**config.mk**
```make
export PLATFORM = sky130hd
export DESIGN_NAME = fmadd_seq
export DESIGN_NICKNAME = d
export VERILOG_FILES = /design/src/rtl/fmadd_seq.sv
export SDC_FILE = /design/constraint.sdc
export NUM_CORES = 1
export LEC_CHECK = 0
export CAP_MARGIN = 20
export CORE_ASPECT_RATIO = 0.9
export CORE_UTILIZATION = 49
export DETAILED_ROUTE_END_ITERATION = 8
export PLACE_DENSITY = 0.76
export SYNTH_ARGS = -nofsm -noshare
export SYNTH_HDL_FRONTEND = slang
export SYNTH_SLANG_ARGS = --single-unit
```
**constraint.sdc**
```tcl
create_clock -name clk -period 9.15 [get_ports clk]
set_input_delay 0.915 -clock clk [delete_from_list [all_inputs] [get_ports clk]]
set_output_delay 0.915 -clock clk [all_outputs]
set_load 0.01 [all_outputs]
```
**src/rtl/fmadd_seq.sv**
```systemverilog
// fmadd_seq: operand FIFO and issue sequencer for a multi-cycle FMA unit.
// Holds x/y/z stable per op, captures rslt/flag, keeps sticky fflags.
module fmadd_seq #(
  parameter int FIFO_DEPTH = 4,
  parameter int LATENCY    = 6
) (
  input  logic        clk,
  input  logic        reset,
  input  logic        in_valid,
  output logic        in_ready,
  input  logic [31:0] in_x,
  input  logic [31:0] in_y,
  input  logic [31:0] in_z,
  output logic        fu_req,
  output logic [31:0] fu_x,
  output logic [31:0] fu_y,
  output logic [31:0] fu_z,
  input  logic [31:0] fu_rslt,
  input  logic [4:0]  fu_flag,
  output logic        out_valid,
  input  logic        out_ready,
  output logic [31:0] out_rslt,
  output logic [4:0]  out_flag,
  output logic [4:0]  fflags,
  input  logic        fflags_clr,
  output logic        busy
);

  localparam int AW = $clog2(FIFO_DEPTH);
  localparam int CW = $clog2(LATENCY + 1);

  localparam logic [1:0] S_IDLE  = 2'd0;
  localparam logic [1:0] S_ISSUE = 2'd1;
  localparam logic [1:0] S_WAIT  = 2'd2;
  localparam logic [1:0] S_DONE  = 2'd3;

  logic [95:0]   mem_q [FIFO_DEPTH];
  logic [95:0]   head;
  logic [AW-1:0] wr_ptr_q, wr_ptr_d;
  logic [AW-1:0] rd_ptr_q, rd_ptr_d;
  logic [AW:0]   fill_q, fill_d;
  logic [1:0]    state_q, state_d;
  logic [CW-1:0] cnt_q, cnt_d;
  logic [31:0]   fu_x_q, fu_x_d;
  logic [31:0]   fu_y_q, fu_y_d;
  logic [31:0]   fu_z_q, fu_z_d;
  logic [31:0]   out_rslt_q, out_rslt_d;
  logic [4:0]    out_flag_q, out_flag_d;
  logic [4:0]    fflags_q, fflags_d;
  logic          out_valid_q, out_valid_d;
  logic          empty, full, push, pop, capture;

  assign empty = (fill_q == '0);
  assign full  = (fill_q == (AW+1)'(FIFO_DEPTH));
  assign push  = in_valid & ~full;
  assign head  = mem_q[rd_ptr_q];

  // Sequencer: pop into unit, pulse req, count latency, hold result
  always_comb begin
    state_d     = state_q;
    cnt_d       = cnt_q;
    out_valid_d = out_valid_q;
    pop         = 1'b0;
    capture     = 1'b0;
    unique case (state_q)
      S_IDLE: begin
        if (!empty) begin
          pop     = 1'b1;
          state_d = S_ISSUE;
        end
      end
      S_ISSUE: begin
        cnt_d   = CW'(LATENCY);
        state_d = S_WAIT;
      end
      S_WAIT: begin
        if (cnt_q != '0) begin
          cnt_d = cnt_q - CW'(1);
        end else begin
          capture     = 1'b1;
          out_valid_d = 1'b1;
          state_d     = S_DONE;
        end
      end
      S_DONE: begin
        if (out_ready) begin
          out_valid_d = 1'b0;
          if (!empty) begin
            pop     = 1'b1;
            state_d = S_ISSUE;
          end else begin
            state_d = S_IDLE;
          end
        end
      end
      default: state_d = S_IDLE;
    endcase
  end

  // FIFO pointers, operand latches, result capture and sticky flags
  always_comb begin
    wr_ptr_d   = wr_ptr_q + AW'(push);
    rd_ptr_d   = rd_ptr_q + AW'(pop);
    fill_d     = fill_q + (AW+1)'(push) - (AW+1)'(pop);
    fu_x_d     = pop ? head[95:64] : fu_x_q;
    fu_y_d     = pop ? head[63:32] : fu_y_q;
    fu_z_d     = pop ? head[31:0]  : fu_z_q;
    out_rslt_d = capture ? fu_rslt : out_rslt_q;
    out_flag_d = capture ? fu_flag : out_flag_q;
    fflags_d   = fflags_clr ? 5'd0 : fflags_q;
    if (capture) fflags_d = fflags_d | fu_flag;
  end

  // State registers with synchronous reset
  always_ff @(posedge clk) begin
    if (reset) begin
      wr_ptr_q    <= '0;
      rd_ptr_q    <= '0;
      fill_q      <= '0;
      state_q     <= S_IDLE;
      cnt_q       <= '0;
      fu_x_q      <= '0;
      fu_y_q      <= '0;
      fu_z_q      <= '0;
      out_rslt_q  <= '0;
      out_flag_q  <= '0;
      fflags_q    <= '0;
      out_valid_q <= 1'b0;
    end else begin
      wr_ptr_q    <= wr_ptr_d;
      rd_ptr_q    <= rd_ptr_d;
      fill_q      <= fill_d;
      state_q     <= state_d;
      cnt_q       <= cnt_d;
      fu_x_q      <= fu_x_d;
      fu_y_q      <= fu_y_d;
      fu_z_q      <= fu_z_d;
      out_rslt_q  <= out_rslt_d;
      out_flag_q  <= out_flag_d;
      fflags_q    <= fflags_d;
      out_valid_q <= out_valid_d;
    end
  end

  // Operand storage; contents are don't-care until pushed
  always_ff @(posedge clk) begin
    if (push) mem_q[wr_ptr_q] <= {in_x, in_y, in_z};
  end

  assign in_ready  = ~full;
  assign fu_req    = (state_q == S_ISSUE);
  assign fu_x      = fu_x_q;
  assign fu_y      = fu_y_q;
  assign fu_z      = fu_z_q;
  assign out_valid = out_valid_q;
  assign out_rslt  = out_rslt_q;
  assign out_flag  = out_flag_q;
  assign fflags    = fflags_q;
  assign busy      = ~empty | (state_q != S_IDLE);

endmodule

```
==> results.cfg, run 1 <==
[timing]
fin_skew_ns = 0.0182
fmax_mhz = 307
timing.setup.tns_ns = 0
hold_viol = 0
fin_crit_ns = 3.25
setup-violations-final = 0
slew_viol_final = 0
relSlewSlack_pct = 32.1
worst_pin_slew_ns = 1.02
rsz0062_at_grt = no
fin_crit_sh_pct = 35.6

[worst_hold_path]
hold_class = flip-flop to flip-flop
worstHoldPathCells = 2
hold_end = fu_x[25]
min_from = fu_x[25]

[synth]
yosys_warnings = 0
ys_seq_area_share_pct = 75.4
synthFlopType = edfxtp_1
synth_area_mm2 = 0.0193
yosysTopAreaCell = edfxtp_1
ys_seq_elements = 535
yosys.cell_count.top_type = edfxtp_1
synth_edf_count = 384
avgSynthCellArea_um2 = 16.4
syn_nets = 1327
ys_types = 35
synth_top_area_share_pct = 59.7
yosys-top-cells-count = 384 x edfxtp_1, 272 x nand2_1, 151 x dfxtp_1, 141 x a21oi_1, 96 x mux4_2
ys_top_cells_by_area = edfxtp_1 60%, dfxtp_1 16%, mux4_2 11%
synthArstFlopShare_pct = 0
netlist_instances = 1179

[worst_setup_path]
cp_data_arrival_time_ns = 3.46
end_kind = flip-flop
path_class = input port to flip-flop
required_ns = 9.35
critical_path.startpoint_type = input port
crit_fanout = 53
reg2reg_to = mem_q[2][39]
reg2regPathDepth = 6
worst_r2r_startpoint = fill_q[1]
reg2reg_slack_ns = 6.02

[power_and_ir_drop]
p_per_area_mw_per_mm2 = 292
p_sw_w = 0.00197
max-vdd-ir-drop_mv = 0.160
p_comb_share_pct = 25.4
p_int_w = 0.00510
p_seq_share_pct = 45.3
power_frac_clock_pct = 29.3
power_leakage_nw = 7.79
switching_share_pct = 27.9

[placed_design]
dpl.cell_count = 1933
globalplace.congestion = 0.708
place_area_mm2 = 0.0226
port_buffers = 279
dp_hpwl_um = 23700

[finish]
drive_above_1_share_pct = 13.0
area_delta_synth_final_pct = 25.5
fin_nets = 1610
final_area_mm2 = 0.0242
layout.cells.non_filler = 2030

[grt]
grt_max_degree = 76
met1_usage_pct = 26.5
grt_pass1_wl_um = 62300
grt_antenna_before_repair = 4
grt_pass1_vias = 11200
track_usage_pct = 20.4
met3_usage_pct = 4.71
busiest_layer = met2
grt_use_met2_pct = 34.0
grt.overflow.total = 0

[die]
start_util_pct = 50.0
die_area_mm2 = 0.0402
core_area_mm2 = 0.0386
die_w_um = 211
rows = 68
die_h_um = 190
ios = 280

[clocking]
path_clk_slew_ns = 0.06
ctsResizeCount = 0
cts-hold-fix-buffers = 0
cts_buffers = 52
clock_sinks = 535
clockBufferDepth = 3
insertion_delay_ns = 0.58
post_cts_buffers = 0
h-tree-depth = 2
cts_root_buffer = clkbuf_16
tritoncts = yes

[drt]
drc_errors = 0
vias = 10800
wl_per_cell_um = 19.8
drt_iter0_markers = 683
ant_nets = 0
first_pass_iters = 6
avgViaCountPerCell = 5.33
wl_um = 40200

[run]
drv_cap = 0

[run_status]
status = finished, final reports clean
## cells in the final DEF, fill, tap and decap left out, types with 2 or more instances in the layout
master / synthesis / final
clkbuf_1: 32 / 17
nand2b_1: 6 / 6
xnor2_1: 5 / 5
edfxtp_1: 384 / 384
clkbuf_8: 0 / 7
ha_1: 9 / 9
buf_4: 8 / 18
clkinv_1: 0 / 7
nor2_1: 10 / 10
nor2b_1: 4 / 4
diode_2: 0 / 2
mux4_2: 96 / 96
bufinv_16: 0 / 3
a21oi_1: 141 / 141
mux2i_1: 2 / 2
o21ai_0: 2 / 2
inv_1: 8 / 8
a221oi_1: 3 / 3
clkdlybuf4s50_1: 0 / 278
nor3_4: 2 / 2
clkinv_2: 0 / 6
clkbuf_16: 0 / 54
dfxtp_4: 0 / 2
nor3b_2: 0 / 2
dfxtp_1: 151 / 149
nand2_1: 272 / 272
## final cells by class
type | count | area (µm²)
Sequential cell | 535 | 14600
Fill cell | 2824 | 14400
Multi-Input combinational cell | 569 | 4390
Timing Repair Buffer | 296 | 2920
Clock buffer | 78 | 1510
Tap cell | 525 | 657
Clock inverter | 17 | 154
Inverter | 8 | 30.0
Antenna cell | 2 | 5.00
## flip-flops by register name, indices dropped and copies added (netlist names), 3 cells and up
signal	count
fu_z	32
fflags	5
out_rslt	32
fill_q	3
out_flag	5
cnt_q	3
mem_q	384
fu_x	32
fu_y	32
## critical path, stage by stage
cell,delay (ns)
clkdlybuf4s50_1,0.46
nand2_1,0.18
nor3b_2,0.48
buf_4,0.59
buf_4,0.76
## how the worst max path moves through the flow
| stage | start | to | slack, ns | cells past startpoint |
|---|---|---|---|---|
| final | in_valid | mem_q[2][39] | 5.90 | 5 |
| after global routing | in_valid | mem_q[2][33] | 5.78 | 5 |
| after CTS | in_valid | mem_q[2][7] | 5.85 | 5 |
| after detailed placement | in_valid | mem_q[2][7] | 5.27 | 5 |
| after global placement | in_valid | mem_q[2][27] | 5.34 | 5 |
| after floorplan | in_valid | mem_q[1][0] | 0.41 | 2 |
## power groups by stage
| stage | sequential [W] | clock (W) | combinational (W) |
|---|---|---|---|
| floorplan | 0.00328 | 0 | 0.00109 |
| global placement | 0.00324 | 0 | 0.00180 |
| detailed placement | 0.00326 | 0 | 0.00182 |
| CTS | 0.00321 | 0.00212 | 0.00184 |
| global route | 0.00325 | 0.00221 | 0.00197 |
| finish | 0.00320 | 0.00207 | 0.00180 |
## routing by layer
layer  wire length [µm]  part of all wire (%)
met3               2970                   7.4
met4                736                   1.8
met1              16700                    42
met5                 40                  0.10
met2              19700                    49
## cells by family after synthesis
family / synth area share, %
mux: 11.3
xor+xnor: 0.272
flops: 75.4
fa+ha+maj: 0.687
buf+inv: 2.03
compound gates: 3.97
simple gates: 6.38
## per-stage QoR
stage	util (%)	setup slack (ns)	total power [W]	hold slack [ns]
floorplan	-	0.412	0.00438	0.480
global placement	58.4	5.34	0.00504	0.440
detailed placement	58.4	5.27	0.00508	0.446
CTS	62.7	5.85	0.00716	0.454
global route	62.7	5.78	0.00742	0.468
finish	62.7	5.90	0.00707	0.451
(Power assumes the default switching activity.)
==> inputs of run 2 (changes only) <==
clock period = 2.95 ns   (was 9.15 ns; I/O delays follow)
==> results.cfg, run 2 (same netlist as run 1, synthesis figures left out) <==
[run_status]
status = finished, final reports clean

[worst_setup_path]
critical_path.startpoint_type = flip-flop
cp_data_arrival_time_ns = 2.88
end_kind = flip-flop
required_ns = 3.39
path_class = flip-flop to flip-flop
crit_fanout = 5

[die]
die_h_um = 190
die_w_um = 211
rows = 68
ios = 280
core_area_mm2 = 0.0386
start_util_pct = 50.0
die_area_mm2 = 0.0402

[timing]
fin_crit_sh_pct = 82.7
setup-violations-final = 0
timing.setup.tns_ns = 0
slew_viol_final = 0
fin_crit_ns = 2.44
hold_viol = 0
worst_pin_slew_ns = 0.696
fmax_mhz = 410
relSlewSlack_pct = 53.6
rsz0062_at_grt = no
fin_skew_ns = 0.0172

[clocking]
tritoncts = yes
insertion_delay_ns = 0.58
cts_buffers = 52
clockBufferDepth = 3
cts_root_buffer = clkbuf_16
ctsResizeCount = 0
post_cts_buffers = 0
clock_sinks = 535
cts-hold-fix-buffers = 0
h-tree-depth = 2
path_clk_slew_ns = 0.06

[drt]
ant_nets = 0
drc_errors = 0
drt_iter0_markers = 664
avgViaCountPerCell = 5.31
wl_per_cell_um = 19.7
vias = 10800
wl_um = 40100
first_pass_iters = 7

[finish]
layout_commonest_cell = edfxtp_1
utilization_pct = 63.5
drive_above_1_share_pct = 14.2
top_register = mem_q
fin_nets = 1616
fill_cells = 2759
area_delta_synth_final_pct = 27.0
final_cell_mix = 384 x edfxtp_1, 278 x clkdlybuf4s50_1, 270 x nand2_1, 147 x dfxtp_1, 141 x a21oi_1
largest_register_ff_count = 384

[power_and_ir_drop]
max-vdd-ir-drop_mv = 0.654
power_leakage_nw = 7.91
p_total_w = 0.0223
p_int_w = 0.0160
p_comb_share_pct = 26.2
switching_share_pct = 27.9
power_frac_clock_pct = 29.6
p_per_area_mw_per_mm2 = 907
p_sw_w = 0.00621
p_seq_share_pct = 44.2

[grt]
grt_pass1_wl_um = 62100
grt_max_degree = 97
grt_antenna_before_repair = 5
grt_pass1_vias = 11300
track_usage_pct = 20.3
grt.overflow.total = 0

[placed_design]
dp_hpwl_um = 23700
port_buffers = 279
globalplace.congestion = 0.703

[run]
drv_cap = 0

[worst_hold_path]
hold_class = input port to flip-flop
run 2: cell types whose count changed in the layout (fill, tap and decap cells not counted), moves of 2 or more:
cell	before	now
buf_12	0	12
buf_4	18	11
clkbuf_1	17	9
clkinv_1	7	10
clkinv_2	6	10
dfxtp_1	149	147
nand2_1	272	270
nor3b_2	2	0
nor3b_4	0	2
run 2: path summary, 6_finish.rpt:
kind | startpoint | end | slack (ns) | cells after the start
max | state_q[0] | fill_q[2] | 0.51 | 11
max reg2reg | state_q[0] | fill_q[2] | 0.51 | 11
min reg2reg | out_flag[4] | out_flag[4] | 0.45 | 2
min | reset | rd_ptr_q[0] | 0.14 | 2
run 2: final cells by class:
| type | instances | area (µm²) | area share [%] |
|---|---|---|---|
| Sequential cell | 535 | 14600 | 59.4 |
| Multi-Input combinational cell | 569 | 4420 | 18.0 |
| Timing Repair Buffer | 302 | 3120 | 12.7 |
| Clock buffer | 71 | 1500 | 6.10 |
| Tap cell | 525 | 657 | 2.68 |
| Clock inverter | 27 | 239 | 0.974 |
| Inverter | 8 | 30.0 | 0.122 |
| Antenna cell | 1 | 2.50 | 0.0102 |
run 2: power by group through the flow:
stage               sequential [W]  clock, W  combinational [W]
CTS                        0.00986   0.00673            0.00596
global placement           0.00994         0            0.00583
global route               0.00996   0.00702            0.00636
floorplan                   0.0101         0            0.00340
finish                     0.00984   0.00659            0.00583
detailed placement          0.0100         0            0.00593
run 2: routing by layer:
metal	vias up	GRT usage, %	part of all wire, %
met4	8	6.47	2.4
met1	5461	25.0	40
met2	305	34.9	50
li1	4980	-	-
met5	-	0	0.12
met3	76	5.35	7.1
run 2: worst max-delay path: stages (launching register included):
cell,delay (ns)
dfxtp_1,0.42
inv_1,0.12
ha_1,0.25
a21oi_1,0.32
nor3_4,0.07
xnor2_1,0.16
ha_1,0.16
inv_1,0.05
fa_1,0.39
xor2_1,0.16
xnor2_1,0.15
nor2_1,0.06
run 2: stage by stage:
step	setup slack [ns]	instance area [µm²]	instances	hold slack, ns
4_1_cts	0.491	24500	2037	0.106
6_report	0.509	24500	2038	0.144
3_3_place_gp	0.567	22800	1939	0.441
3_5_place_dp	0.507	22800	1939	0.446
2_1_floorplan	-0.591	19400	1179	0.394
5_1_grt	0.361	24500	2038	0.149
